==> src/rtl/skew_loader.sv <==
// skew_loader: reads NUM_ROW source vectors and writes them diagonally skewed into the
// left or top SRAM bank, so lane j lags lane 0 by j cycles, then publishes the read window.
module skew_loader #(
  parameter int NUM_ROW              = 8,
  parameter int NUM_COL              = 8,
  parameter int DATA_WIDTH           = 8,
  parameter int LOG2_SRAM_BANK_DEPTH = 10,
  parameter int BUF_ID_WIDTH         = 2
) (
  input  logic                               clk,
  input  logic                               rst_n,
  input  logic                               i_req_valid,
  output logic                               o_req_ready,
  input  logic [BUF_ID_WIDTH-1:0]            i_buf_id,
  input  logic [LOG2_SRAM_BANK_DEPTH-1:0]    i_mem_loc,
  input  logic [LOG2_SRAM_BANK_DEPTH-1:0]    i_src_addr,
  output logic                               o_src_rd_en,
  output logic [LOG2_SRAM_BANK_DEPTH-1:0]    o_src_rd_addr,
  input  logic [NUM_ROW*DATA_WIDTH-1:0]      i_src_rd_data,
  output logic                               o_left_wr_en,
  output logic [LOG2_SRAM_BANK_DEPTH-1:0]    o_left_wr_addr,
  output logic [NUM_ROW*DATA_WIDTH-1:0]      o_left_wr_data,
  output logic                               o_top_wr_en,
  output logic [LOG2_SRAM_BANK_DEPTH-1:0]    o_top_wr_addr,
  output logic [NUM_COL*DATA_WIDTH-1:0]      o_top_wr_data,
  output logic [LOG2_SRAM_BANK_DEPTH-1:0]    o_left_sram_rd_start_addr,
  output logic [LOG2_SRAM_BANK_DEPTH-1:0]    o_left_sram_rd_end_addr,
  output logic [LOG2_SRAM_BANK_DEPTH-1:0]    o_top_sram_rd_start_addr,
  output logic [LOG2_SRAM_BANK_DEPTH-1:0]    o_top_sram_rd_end_addr,
  output logic                               o_done,
  output logic                               o_err
);

  localparam int AW = LOG2_SRAM_BANK_DEPTH;
  localparam int DW = DATA_WIDTH;
  localparam int VW = NUM_ROW * DATA_WIDTH;
  localparam int CW = $clog2(2 * NUM_ROW + 3);

  localparam logic [CW-1:0] CNT_ONE      = CW'(1);
  localparam logic [CW-1:0] CNT_N        = CW'(NUM_ROW);
  localparam logic [CW-1:0] CNT_WR_FIRST = CW'(2);
  localparam logic [CW-1:0] CNT_WR_LAST  = CW'(2 * NUM_ROW);
  localparam logic [CW-1:0] CNT_END      = CW'(2 * NUM_ROW + 1);
  localparam logic [AW-1:0] WIN_SPAN     = AW'(2 * NUM_ROW - 1);

  localparam logic [BUF_ID_WIDTH-1:0] BUF_LEFT = BUF_ID_WIDTH'(0);
  localparam logic [BUF_ID_WIDTH-1:0] BUF_TOP  = BUF_ID_WIDTH'(1);

  typedef enum logic [1:0] {IDLE, READ, FLUSH, DONE} state_t;

  state_t                  state_q, state_d;
  logic [CW-1:0]           cnt_q, cnt_d;
  logic [BUF_ID_WIDTH-1:0] buf_q, buf_d;
  logic [AW-1:0]           mem_q, mem_d;
  logic [AW-1:0]           base_q, base_d;
  logic                    rd_en_q, rd_en_d;
  logic [AW-1:0]           rd_addr_q, rd_addr_d;
  logic                    src_valid_q, src_valid_d;
  logic                    left_wr_en_q, left_wr_en_d;
  logic [AW-1:0]           left_wr_addr_q, left_wr_addr_d;
  logic [VW-1:0]           left_wr_data_q, left_wr_data_d;
  logic                    top_wr_en_q, top_wr_en_d;
  logic [AW-1:0]           top_wr_addr_q, top_wr_addr_d;
  logic [VW-1:0]           top_wr_data_q, top_wr_data_d;
  logic [AW-1:0]           left_start_q, left_start_d;
  logic [AW-1:0]           left_end_q, left_end_d;
  logic [AW-1:0]           top_start_q, top_start_d;
  logic [AW-1:0]           top_end_q, top_end_d;
  logic                    done_q, done_d;
  logic                    err_q, err_d;

  logic                    wr_go;
  logic [AW-1:0]           wr_addr;
  logic [VW-1:0]           lane_tap;

  // Source data is only trusted the cycle after a read; otherwise zeros flush the chains.
  for (genvar j = 0; j < NUM_ROW; j++) begin : g_lane
    logic [DW-1:0] lane_in;
    assign lane_in = src_valid_q ? i_src_rd_data[j*DW +: DW] : '0;

    if (j == 0) begin : g_direct
      assign lane_tap[DW-1:0] = lane_in;
    end else begin : g_chain
      logic [DW-1:0] chain_q [j];
      logic [DW-1:0] chain_d [j];

      always_comb begin
        chain_d[0] = lane_in;
        for (int k = 1; k < j; k++) chain_d[k] = chain_q[k-1];
      end

      always_ff @(posedge clk or negedge rst_n) begin
        if (!rst_n) begin
          for (int k = 0; k < j; k++) chain_q[k] <= '0;
        end else begin
          chain_q <= chain_d;
        end
      end

      assign lane_tap[j*DW +: DW] = chain_q[j-1];
    end
  end

  // Write t lands on cycle t+3, so the write registers load while cnt_q is 2..2N.
  always_comb begin
    wr_go   = (state_q == READ || state_q == FLUSH) &&
              (cnt_q >= CNT_WR_FIRST) && (cnt_q <= CNT_WR_LAST);
    wr_addr = mem_q + AW'(cnt_q - CNT_WR_FIRST);
  end

  always_comb begin
    state_d        = state_q;
    cnt_d          = cnt_q;
    buf_d          = buf_q;
    mem_d          = mem_q;
    base_d         = base_q;
    rd_en_d        = 1'b0;
    rd_addr_d      = '0;
    src_valid_d    = rd_en_q;
    left_start_d   = left_start_q;
    left_end_d     = left_end_q;
    top_start_d    = top_start_q;
    top_end_d      = top_end_q;
    done_d         = 1'b0;
    err_d          = 1'b0;

    left_wr_en_d   = wr_go && (buf_q == BUF_LEFT);
    left_wr_addr_d = left_wr_en_d ? wr_addr : '0;
    left_wr_data_d = left_wr_en_d ? lane_tap : '0;
    top_wr_en_d    = wr_go && (buf_q == BUF_TOP);
    top_wr_addr_d  = top_wr_en_d ? wr_addr : '0;
    top_wr_data_d  = top_wr_en_d ? lane_tap : '0;

    case (state_q)
      IDLE: begin
        if (i_req_valid) begin
          buf_d  = i_buf_id;
          mem_d  = i_mem_loc;
          base_d = i_src_addr;
          cnt_d  = CNT_ONE;
          if (i_buf_id == BUF_LEFT || i_buf_id == BUF_TOP) begin
            state_d   = READ;
            rd_en_d   = 1'b1;
            rd_addr_d = i_src_addr;
          end else begin
            state_d = DONE;
            err_d   = 1'b1;
          end
        end
      end
      READ: begin
        cnt_d = cnt_q + CNT_ONE;
        if (cnt_q < CNT_N) begin
          rd_en_d   = 1'b1;
          rd_addr_d = base_q + AW'(cnt_q);
        end else begin
          state_d = FLUSH;
        end
      end
      FLUSH: begin
        cnt_d = cnt_q + CNT_ONE;
        if (cnt_q == CNT_END) begin
          state_d = DONE;
          done_d  = 1'b1;
          if (buf_q == BUF_LEFT) begin
            left_start_d = mem_q;
            left_end_d   = mem_q + WIN_SPAN;
          end else begin
            top_start_d = mem_q;
            top_end_d   = mem_q + WIN_SPAN;
          end
        end
      end
      DONE: begin
        state_d = IDLE;
      end
      default: begin
        state_d = IDLE;
      end
    endcase
  end

  always_ff @(posedge clk or negedge rst_n) begin
    if (!rst_n) begin
      state_q        <= IDLE;
      cnt_q          <= '0;
      buf_q          <= '0;
      mem_q          <= '0;
      base_q         <= '0;
      rd_en_q        <= 1'b0;
      rd_addr_q      <= '0;
      src_valid_q    <= 1'b0;
      left_wr_en_q   <= 1'b0;
      left_wr_addr_q <= '0;
      left_wr_data_q <= '0;
      top_wr_en_q    <= 1'b0;
      top_wr_addr_q  <= '0;
      top_wr_data_q  <= '0;
      left_start_q   <= '0;
      left_end_q     <= '0;
      top_start_q    <= '0;
      top_end_q      <= '0;
      done_q         <= 1'b0;
      err_q          <= 1'b0;
    end else begin
      state_q        <= state_d;
      cnt_q          <= cnt_d;
      buf_q          <= buf_d;
      mem_q          <= mem_d;
      base_q         <= base_d;
      rd_en_q        <= rd_en_d;
      rd_addr_q      <= rd_addr_d;
      src_valid_q    <= src_valid_d;
      left_wr_en_q   <= left_wr_en_d;
      left_wr_addr_q <= left_wr_addr_d;
      left_wr_data_q <= left_wr_data_d;
      top_wr_en_q    <= top_wr_en_d;
      top_wr_addr_q  <= top_wr_addr_d;
      top_wr_data_q  <= top_wr_data_d;
      left_start_q   <= left_start_d;
      left_end_q     <= left_end_d;
      top_start_q    <= top_start_d;
      top_end_q      <= top_end_d;
      done_q         <= done_d;
      err_q          <= err_d;
    end
  end

  assign o_req_ready               = (state_q == IDLE);
  assign o_src_rd_en               = rd_en_q;
  assign o_src_rd_addr             = rd_addr_q;
  assign o_left_wr_en              = left_wr_en_q;
  assign o_left_wr_addr            = left_wr_addr_q;
  assign o_left_wr_data            = left_wr_data_q;
  assign o_top_wr_en               = top_wr_en_q;
  assign o_top_wr_addr             = top_wr_addr_q;
  assign o_top_wr_data             = top_wr_data_q;
  assign o_left_sram_rd_start_addr = left_start_q;
  assign o_left_sram_rd_end_addr   = left_end_q;
  assign o_top_sram_rd_start_addr  = top_start_q;
  assign o_top_sram_rd_end_addr    = top_end_q;
  assign o_done                    = done_q;
  assign o_err                     = err_q;

endmodule

==> config.mk <==
export PLATFORM = sky130hd
export DESIGN_NAME = skew_loader
export DESIGN_NICKNAME = d
export VERILOG_FILES = /design/src/rtl/skew_loader.sv
export SDC_FILE = /design/constraint.sdc
export NUM_CORES = 1
export LEC_CHECK = 0
export CAP_MARGIN = 20
export CORE_AREA = 2 2 248 250
export DETAILED_ROUTE_END_ITERATION = 8
export DIE_AREA = 0 0 250 252
export SYNTH_ARGS = -nofsm -noshare
export SYNTH_HDL_FRONTEND = slang
export SYNTH_SLANG_ARGS = --single-unit
==> constraint.sdc <==
create_clock -name clk -period 3.2 [get_ports clk]
set_input_delay 0.64 -clock clk [delete_from_list [all_inputs] [get_ports clk]]
set_output_delay 0.64 -clock clk [all_outputs]
set_load 0.05 [all_outputs]
* Yosys cells after proc, flatten, opt, wreduce, memory -nomap -nowiden
Index checks and enable logic that the tools add are counted.
W data, S select, Z words.
** Word-level totals
- Register bits :: 457
- Latch bits :: 0
- Bits in writable memories :: 0
- Memory bits (read-only) :: 0
- Input bits :: 89
- Output and inout port bits :: 204
- Word-level logic and storage cells :: 114
- Memories :: 0
** Cells by class
- Add/sub/neg operators :: 5
- Multipliers :: 0
- Divide/modulo/power cells :: 0
- Magnitude comparators :: 3
- Equality and inequality tests :: 9
- Shift-type cells :: 0
- Mux-type cells :: 32
- Bitwise logic cells :: 1
- Reduce and logical (&&, ||, !) cells :: 16
** Operators by type and width (count)
- $mux W64 :: 2
- $mux W8 :: 8
- $mux W10 :: 5
- $pmux W10 S2 :: 1
- $add A10 B10 Y10 :: 1
- $add A10 B4 Y10 const B :: 1
- $add A10 B5 Y10 :: 1
- $pmux W5 S2 :: 1
- $reduce_and A3 Y1 :: 3
- $mux W1 :: 8
- $mux W2 :: 4
- $pmux W2 S4 :: 1
- $eq A2 B1 Y1 const B :: 3
- $logic_not A2 Y1 :: 3
- $sub A5 B2 Y6 const B :: 1
- $add A5 B1 Y5 const B :: 1
- $eq A5 B5 Y1 const B :: 1
- $ge A5 B2 Y1 const B :: 1
- $le A5 B5 Y1 const B :: 1
- $lt A5 B4 Y1 const B :: 1
- $mux W5 :: 1
- $eq A2 B2 Y1 const B :: 2
- $logic_and A1 B1 Y1 :: 4
- $ne A2 B2 Y1 const B :: 2
- other kinds (7) :: 9

* Depth between registers and ports, before layout
Gate-level depths: netlist of run 1.
- Depth after elaboration :: 6
- Mapped depth :: 9

* Worst setup path after synthesis of run 1
No wires, ideal clock.
- Path kind :: flip-flop to flip-flop
- From :: register cnt_q[1]
- To :: register left_wr_addr_q[8] (netlist: o_left_wr_addr[8])
- Setup time :: 0.123 ns
- Arrival :: 2.234 ns
- Required time :: 3.077 ns
- Path slack :: 0.843 ns
- Cell stages (with the launch flop) :: 10
- Buffers on the path :: 0
- Clock period less this slack :: 2.357 ns
- Cells stage by stage :: dfrtp_1 inv_1 ha_1 and2_1 ha_1 a21o_1 a21o_1 a211oi_1 xor2_1 nor2_1
** On the way
- Longest elaborated chain between the ends :: 5
** RTL lines
- from (decl) :: RTL line 52 : logic [CW-1:0] cnt_q, cnt_d;
- from (signal assigned) :: RTL line 207 : cnt_q <= cnt_d;
- branches (longest 4 deep; another with $add A10 B10 Y10)
- $mux W10 (*) :: RTL line 128 : left_wr_addr_d = left_wr_en_d ? wr_addr : '0;
- net left_wr_addr_d[8] :: RTL line 60 : logic [AW-1:0] left_wr_addr_q, left_wr_addr_d;
- to (signal assigned) :: RTL line 215 : left_wr_addr_q <= left_wr_addr_d;
- to (decl) :: RTL line 60
Mark *: on every way through the listed nets, which the timed path passes.
A chain may end at the register's enable or synchronous reset.

* Worst setup path in the final report of run 1
- From :: register cnt_q[1]
- To :: register left_wr_addr_q[7] (netlist: o_left_wr_addr[7])
The elaborated chain is that of the path after synthesis.

==> results of run 1 <==
==> cell usage in the layout, fill, tap and decap left out, types with 3 or more instances in the layout <==
master | synthesis | routed
a21oi_1 | 18 | 18
xnor2_1 | 7 | 7
o21bai_1 | 3 | 3
clkdlybuf4s50_1 | 0 | 291
dfrtp_1 | 457 | 456
clkinvlp_4 | 0 | 8
nand2_1 | 42 | 42
a211oi_1 | 6 | 6
xor2_1 | 14 | 14
o21ai_0 | 41 | 41
buf_4 | 0 | 18
and3_1 | 17 | 17
nand2b_1 | 6 | 6
nor3b_1 | 4 | 4
nor2_1 | 28 | 28
a21o_1 | 8 | 8
nand3_1 | 8 | 8
ha_1 | 24 | 24
clkbuf_16 | 0 | 49
clkbuf_8 | 0 | 9
bufinv_16 | 0 | 7
o31ai_1 | 3 | 3
nor3_1 | 4 | 4
inv_1 | 11 | 11
buf_12 | 0 | 6
mux2_2 | 37 | 37
clkbuf_1 | 24 | 6
and2_1 | 174 | 174
a22o_1 | 4 | 4
==> layout make-up <==
cell class	count	area, sq um	area share (%)
clock inverter	21	347	1.68
inverter	13	51.3	0.249
multi-input combinational	478	3270	15.8
tap	782	978	4.74
antenna	1	2.50	0.0121
clock buffer	64	1370	6.65
sequential	457	11400	55.4
timing repair buffer	316	3180	15.4
==> logic make-up (layout without fill, tap and decap cells) <==
group                    Yosys count  after routing  synth area share (%)
XOR/XNOR                          21             21                  1.23
other                              0              1                     0
multiplexers                      39             39                  2.92
adder cells (fa/ha/maj)           26             26                  2.28
AND/OR/NAND/NOR                  295            295                  11.4
flip-flops                       457            457                  76.5
buffers and inverters             50            414                  1.74
AO/OA/AOI/OAI                     97             97                  4.00
==> stage by stage <==
stage               hold slack (ps)  cell area, sq um  util [%]  setup slack (ps)
floorplan                       331             15000         -               843
global placement                331             18900      31.5               570
detailed placement              335             18900      31.5               446
CTS                             109             20600      34.3               371
global route                    141             20600      34.3               234
finish                          113             20600      34.3               422
==> state kept, by name, indices dropped and copies added (netlist names), 2 cells and up <==
register / flops
o_left_sram_rd_end_addr: 10
o_src_rd_addr: 10
o_top_sram_rd_start_addr: 10
o_left_sram_rd_start_addr: 10
cnt_q: 5
o_left_wr_data: 64
o_top_wr_addr: 10
o_top_sram_rd_end_addr: 10
g_lane.g_chain.chain_q: 56
base_q: 10
o_top_wr_data: 64
g_lane.g_chain.chain_d: 168
state_q: 2
o_left_wr_addr: 10
buf_q: 2
mem_q: 10
==> metal layers <==
metal,vias up,GRT usage (%)
met5,-,0
met3,59,3.80
met2,271,18.5
li1,3889,-
met1,4288,13.5
met4,6,3.34
==> power breakdown <==
group	total (uW)	switching (uW)	internal, uW
combinational	5500	3490	2010
sequential	7830	801	7030
clock	5890	2300	3600
==> how the worst max path moves through the flow <==
stage	start	slack, ps	endpoint	cells past startpoint
floorplan	cnt_q[1]	840	o_left_wr_addr[8]	9
global placement	cnt_q[1]	570	o_left_wr_addr[7]	9
detailed placement	cnt_q[1]	450	o_left_wr_addr[7]	9
CTS	state_q[1]	370	o_req_ready	3
global route	cnt_q[1]	230	o_left_wr_addr[7]	9
finish	cnt_q[1]	420	o_left_wr_addr[7]	9
==> critical path: cells and delay by family, from the launching register on <==
family	cells	cell delay [ps]
flops	1	480
compound gates	3	760
fa+ha+maj	2	680
simple gates	2	300
buf+inv	1	220
xor+xnor	1	220
==> reports/results.txt, run 1 <==
metal2 WL - 16.8 mm
Port Buffers - 292
1st-iter DRT viols - 437
Yosys cell types - 50
crit path cell chain - inv_1 -> ha_1 -> and2_1 -> ha_1 -> a2111oi_0 -> o21ai_0 -> o311ai_0 -> xor2_1 -> nor2_1
CTS Buf Count - 48
Hold Buf Count CTS - 0
Final #Nets - 1429
initial antenna violation count - 5
RR Startpoint - cnt_q[1]
layout cells sized above 1 - 11.1%
largest net degree at the start of global routing - 90
1st-pass router iterations - 4
Yosys top cell area share - 76.5%
clock latency at the later pin of the worst-skew pair - 570 ps
Worst Max-Slew Pin Slew - 934 ps
Area Growth Syn to Fin - 38.0%
VDD IR max - 0.000668 V
Boundary Pins - 293
first-pass GRT wire length - 54.0 mm
most frequent cell after synthesis - dfrtp_1
Met1 Wirelength - 14.2 mm
Total Routed Length - 34.4 mm
Data arrival, critical path - 3220 ps
EDFF count, synth - 0
core area - 60100 sq um
Max H-tree Level - 2
reg2reg setup slack - 420 ps
Routed Antenna Nets - 0
Post-Syn Instances - 985
Placer Congestion - 0.742
Max Slew Vio Count - 0
R2R Path End - o_left_wr_addr[7]
most common library cells after synthesis - 457 x dfrtp_1, 174 x and2_1, 42 x nand2_1, 41 x o21ai_0, 37 x mux2_2
highest net fanout along the worst path - 8
met3 routed WL - 2.66 mm
CTS sink count - 457
RSZ-0062 raised after global routing - no
Slowest-stage cell, CP - dfrtp_1
fillcell total - 5827
Rows - 90
Placed Cells - 2046
P per Cell Area - 932 nW/um^2
vias in the first global route - 9171
highest metal used - met5
Post CTS Setup Buffer Count - 0
hold crit path type - input pin to async pin
Initial Utilization - 24.9%
data required time at the worst endpoint - 3640 ps
CP Launch Type - register
Seq/Total Area, Yosys - 76.5%
Total Neg Setup Slack - 0 ps
leakage power - 0.00976 uW
CTS tree - done
Yosys reg bits - 457
Die H - 252 microns
clk_skew - 11.5 ps
CTS max path bufs - 3
Post-Layout Cell Count - 2132
main area contributors after synthesis - dfrtp_1 76%, and2_1 7.3%, mux2_2 2.8%
grt ovf - 0
All-Layer GR Usage - 11.1%
number of synthesis warnings - 0
ys async rst share - 100%
Slew headroom - 37.7%
final hold vios - 0
Max-Cap Viols - 0
Via density - 3.99
cell accounting for the most synthesized area - dfrtp_1
Synth Flop Type - dfrtp_1
Worst Reg-to-Reg Cells - 9
CTS root buf - clkbuf_16
Pwr Total - 19200 uW
cell mode on critical path - ha_1
per-cell routed wire length - 16.2 microns
syn_area_per_cell - 15.2 sq um
Final Cycle Share - 86.8%
CP peak stage delay - 480 ps
synthesized area - 15000 sq um
status - completed
minimum clock period - 2780 ps
Setup Crit Path Kind - register to register
die area - 63000 sq um
final setup fails - 0
Clock transition at path regs - 60 ps
die span in x - 250 microns
via total after detailed routing - 8513
Post-Syn Nets - 1100
Critical Path Sink Type - register
fmax - 0.360 GHz
DRC - 0
HPWL Detailed - 23.7 mm
CTS resizes - 0
Note: power is estimated with default switching activity, not from simulation.
==> run 2, diff against run 1 <==
CELL_PAD_IN_SITES_DETAIL_PLACEMENT = 0   (was default)
CELL_PAD_IN_SITES_GLOBAL_PLACEMENT = 1   (was default)
CORE_AREA = 2 2 192 194   (was 2 2 248 250)
DIE_AREA = 0 0 194 196   (was 0 0 250 252)
PLACE_DENSITY_LB_ADDON = 0.1   (was default)
==> reports/results.txt, run 2 (same netlist as run 1, synthesis figures left out) <==
Placer Congestion - 0.848
1st-pass router iterations - 4
sequential power share - 42.2%
highest net fanout along the worst path - 3
first-pass GRT wire length - 50.5 mm
Rows - 70
P per Cell Area - 925 nW/um^2
most common cell after layout, fill and taps aside - dfrtp_1
data required time at the worst endpoint - 2560 ps
Max-Cap Viols - 0
Via density - 4.58
Data arrival, critical path - 2110 ps
core area - 36100 sq um
grt ovf - 0
CTS tree - done
1st-iter DRT viols - 425
Net Sw Frac - 34.2%
CP Launch Type - register
CTS resizes - 0
Clock transition at path regs - 60 ps
Final Cycle Share - 85.9%
fmax - 0.364 GHz
DRC - 0
via total after detailed routing - 8305
vias in the first global route - 8901
clock power share - 28.9%
Die H - 196 microns
CTS max path bufs - 3
clock latency at the later pin of the worst-skew pair - 550 ps
Critical Path Sink Type - output port
CTS sink count - 457
CTS root buf - clkbuf_16
largest net degree at the start of global routing - 83
Total Routed Length - 31.5 mm
Routed Antenna Nets - 0
All-Layer GR Usage - 17.1%
setup ws final - 451 ps
leakage power - 0.00967 uW
VDD IR max - 0.000672 V
power share of the combinational group - 28.9%
layout cells sized above 1 - 10.5%
Boundary Pins - 293
per-cell routed wire length - 17.4 microns
Slew headroom - 37.0%
Final #Nets - 1421
fillcell total - 3033
initial antenna violation count - 2
Setup Crit Path Kind - register to output port
Util after Layout - 55.4%
max reg flops - 168
Worst Max-Slew Pin Slew - 944 ps
final setup fails - 0
status - completed
most frequent cells in the layout - 456 x dfrtp_1, 291 x clkdlybuf4s50_1, 174 x and2_1, 45 x clkbuf_16, 42 x nand2_1
pre-CTS setup slack - 500 ps
minimum clock period - 2750 ps
final hold vios - 0
Hold Buf Count CTS - 0
Pint - 12200 uW
Post CTS Setup Buffer Count - 0
Max Slew Vio Count - 0
RSZ-0062 raised after global routing - no
CTS Buf Count - 45
die span in x - 194 microns
Max H-tree Level - 2
switching pwr - 6330 uW
Initial Utilization - 41.5%
HPWL Detailed - 20.7 mm
hold crit path type - input pin to async pin
Total Neg Setup Slack - 0 ps
Area Growth Syn to Fin - 33.7%
die area - 38000 sq um
clk_skew - 15.1 ps
Port Buffers - 292
run 2: routing by layer:
| layer | up-vias | share of wire, % | global-route usage, % |
|---|---|---|---|
| met3 | 52 | 5.7 | 4.19 |
| li1 | 3857 | - | - |
| met4 | 0 | 2.3 | 4.97 |
| met2 | 220 | 49 | 28.6 |
| met1 | 4176 | 43 | 22.2 |
| met5 | - | 0 | 0 |
run 2: area by class of cell:
class	count	area, sq um	area share, %
Tap cell	468	586	2.93
Timing Repair Buffer	311	3120	15.6
Antenna cell	2	5.00	0.0250
Clock inverter	16	189	0.945
Multi-Input combinational cell	478	3270	16.3
Inverter	13	51.3	0.256
Clock buffer	67	1350	6.74
Sequential cell	457	11400	57.2
run 2: per-stage QoR:
step	cells	hold WS, ps	area (sq um)	power, uW
after global placement	1727	332	18500	13200
after detailed placement	1727	335	18500	13300
after global routing	1811	120	20000	19600
final	1812	86.5	20000	18500
after CTS	1810	114	20000	18800
after floorplan	985	331	15000	11400
run 2: critical path, cell delays in order, from the launching register on:
cell	delay [ps]
dfrtp_1	400
inv_1	90
ha_1	230
clkdlybuf4s50_1	840
run 2: power groups by stage:
stage	Combinational (uW)	Sequential [uW]	Clock (uW)
5_1_grt	5810	7990	5750
3_3_place_gp	5370	7880	0
2_1_floorplan	2490	8870	0
6_report	5360	7800	5340
3_5_place_dp	5390	7920	0
4_1_cts	5420	7830	5510
run 2: path summary, 6_finish.rpt:
path	startpoint	end	slack [ps]	cells after the start
min in group clk	g_lane[2].g_chain.chain_d[0]	g_lane[2].g_chain.chain_q[0]	340	0
min reg2reg	g_lane[2].g_chain.chain_d[0]	g_lane[2].g_chain.chain_q[0]	340	0
max reg2reg	cnt_q[1]	o_left_wr_addr[7]	490	9
max in group asynchronous	rst_n	g_lane[4].g_chain.chain_q[1]	2210	2
max	state_q[0]	o_req_ready	450	3
min	rst_n	o_top_wr_data[57]	90	1
==> run 3, diff against run 2 <==
CORE_AREA = 2 2 210 212   (was 2 2 192 194)
DIE_AREA = 0 0 212 214   (was 0 0 194 196)
GPL_ROUTABILITY_DRIVEN = 1   (was default)
==> reports/results.txt, run 3 (same netlist as run 1, synthesis figures left out) <==
status - completed
Max-Cap Viols - 0
die span in x - 212 microns
Rows - 76
max reg flops - 168
1st-iter DRT viols - 303
vias in the first global route - 8700
final hold vios - 0
Worst path top cell family by delay - buffers and inverters
HPWL Detailed - 21.4 mm
grt ovf - 0
RSZ-0062 raised after global routing - no
Total Routed Length - 32.4 mm
Port Buffers - 292
leakage power - 0.00968 uW
minimum clock period - 2760 ps
final setup fails - 0
Setup Crit Path Kind - register to output port
core area - 42900 sq um
All-Layer GR Usage - 14.8%
Slew headroom - 38.8%
CTS sink count - 457
RR Startpoint - cnt_q[1]
Total Neg Setup Slack - 0 ps
CP bufs+invs - 2
CP peak stage delay - 830 ps
Data arrival, critical path - 2120 ps
Routed Antenna Nets - 0
1st-pass router iterations - 4
Post CTS Setup Buffer Count - 0
CTS resizes - 0
Clock transition at path regs - 60 ps
die area - 45400 sq um
Die H - 214 microns
Boundary Pins - 293
Hold Buf Count CTS - 0
data required time at the worst endpoint - 2560 ps
clk_skew - 19.1 ps
DRC - 0
Area Growth Syn to Fin - 34.9%
first-pass GRT wire length - 51.4 mm
per-cell routed wire length - 16.8 microns
fillcell total - 3816
VDD IR max - 0.000543 V
most frequent cells in the layout - 456 x dfrtp_1, 291 x clkdlybuf4s50_1, 174 x and2_1, 48 x clkbuf_16, 42 x nand2_1
CTS max path bufs - 3
hold crit path type - input pin to async pin
Via density - 4.28
Initial Utilization - 34.9%
P per Cell Area - 916 nW/um^2
crit path cell chain - inv_1 -> ha_1 -> clkdlybuf4s50_1
Critical Path Sink Type - output port
Final Cycle Share - 86.2%
CP Launch Type - register
most common cell after layout, fill and taps aside - dfrtp_1
largest net degree at the start of global routing - 79
Worst Setup SP - state_q[0]
layout cells sized above 1 - 10.2%
Final #Nets - 1424
CTS tree - done
fmax - 0.362 GHz
Hold Slack - 62.2 ps
Slowest-stage cell, CP - clkdlybuf4s50_1
highest net fanout along the worst path - 3
clock latency at the later pin of the worst-skew pair - 570 ps
initial antenna violation count - 5
Max H-tree Level - 2
Max Slew Vio Count - 0
Worst Max-Slew Pin Slew - 918 ps
CTS Buf Count - 48
Placer Congestion - 0.755
via total after detailed routing - 8264
CTS root buf - clkbuf_16
-- run 3: per-layer routing --
metal | vias to the layer above | track usage [%] | share of wire (%)
met2 | 219 | 23.6 | 48
met1 | 4108 | 19.1 | 43
met5 | - | 0 | 0.12
met3 | 54 | 4.79 | 6.8
met4 | 6 | 4.65 | 2.4
li1 | 3877 | - | -
-- run 3: through the flow --
stage	area (sq um)	power (uW)	setup slack (ps)	cells	utilization, %
after global routing	20200	19600	289	1930	47.0
after global placement	18700	13400	571	1844	43.5
after floorplan	15000	11400	843	985	-
final	20200	18500	441	1932	47.0
after detailed placement	18700	13400	516	1844	43.5
after CTS	20200	18800	400	1930	47.0
-- run 3: report_power, final --
group | switching, uW | internal [uW] | total [uW]
clock network | 2170 | 3080 | 5250
logic | 3450 | 2010 | 5460
registers | 741 | 7020 | 7770
total | 6360 | 12100 | 18500
-- run 3: worst reg2reg max path, delay by kind of cell (launching register included) --
family	cells	cell delay, ps
compound gates	3	700
buf+inv	1	290
simple gates	2	340
xor+xnor	1	220
fa+ha+maj	2	590
flops	1	460
-- run 3: worst paths after layout --
kind / endpoint / slack (ps) / cells past startpoint
setup / recovery: o_req_ready / 440 / 3
hold / removal: o_top_wr_data[56] / 60 / 1
setup reg to reg: o_left_wr_addr[7] / 490 / 9
hold reg to reg: g_lane[5].g_chain.chain_d[15] / 340 / 0
max in group asynchronous: src_valid_q / 2240 / 2
min in group clk: g_lane[5].g_chain.chain_d[15] / 340 / 0
-- run 3: final cells by class --
cell class / instances / area (sq um) / area share, %
sequential: 457 / 11400 / 56.7
multi-input combinational: 478 / 3270 / 16.2
timing repair buffer: 311 / 3180 / 15.8
clock buffer: 73 / 1400 / 6.91
tap: 585 / 732 / 3.63
clock inverter: 13 / 108 / 0.533
inverter: 13 / 51.3 / 0.254
antenna: 2 / 5.00 / 0.0248
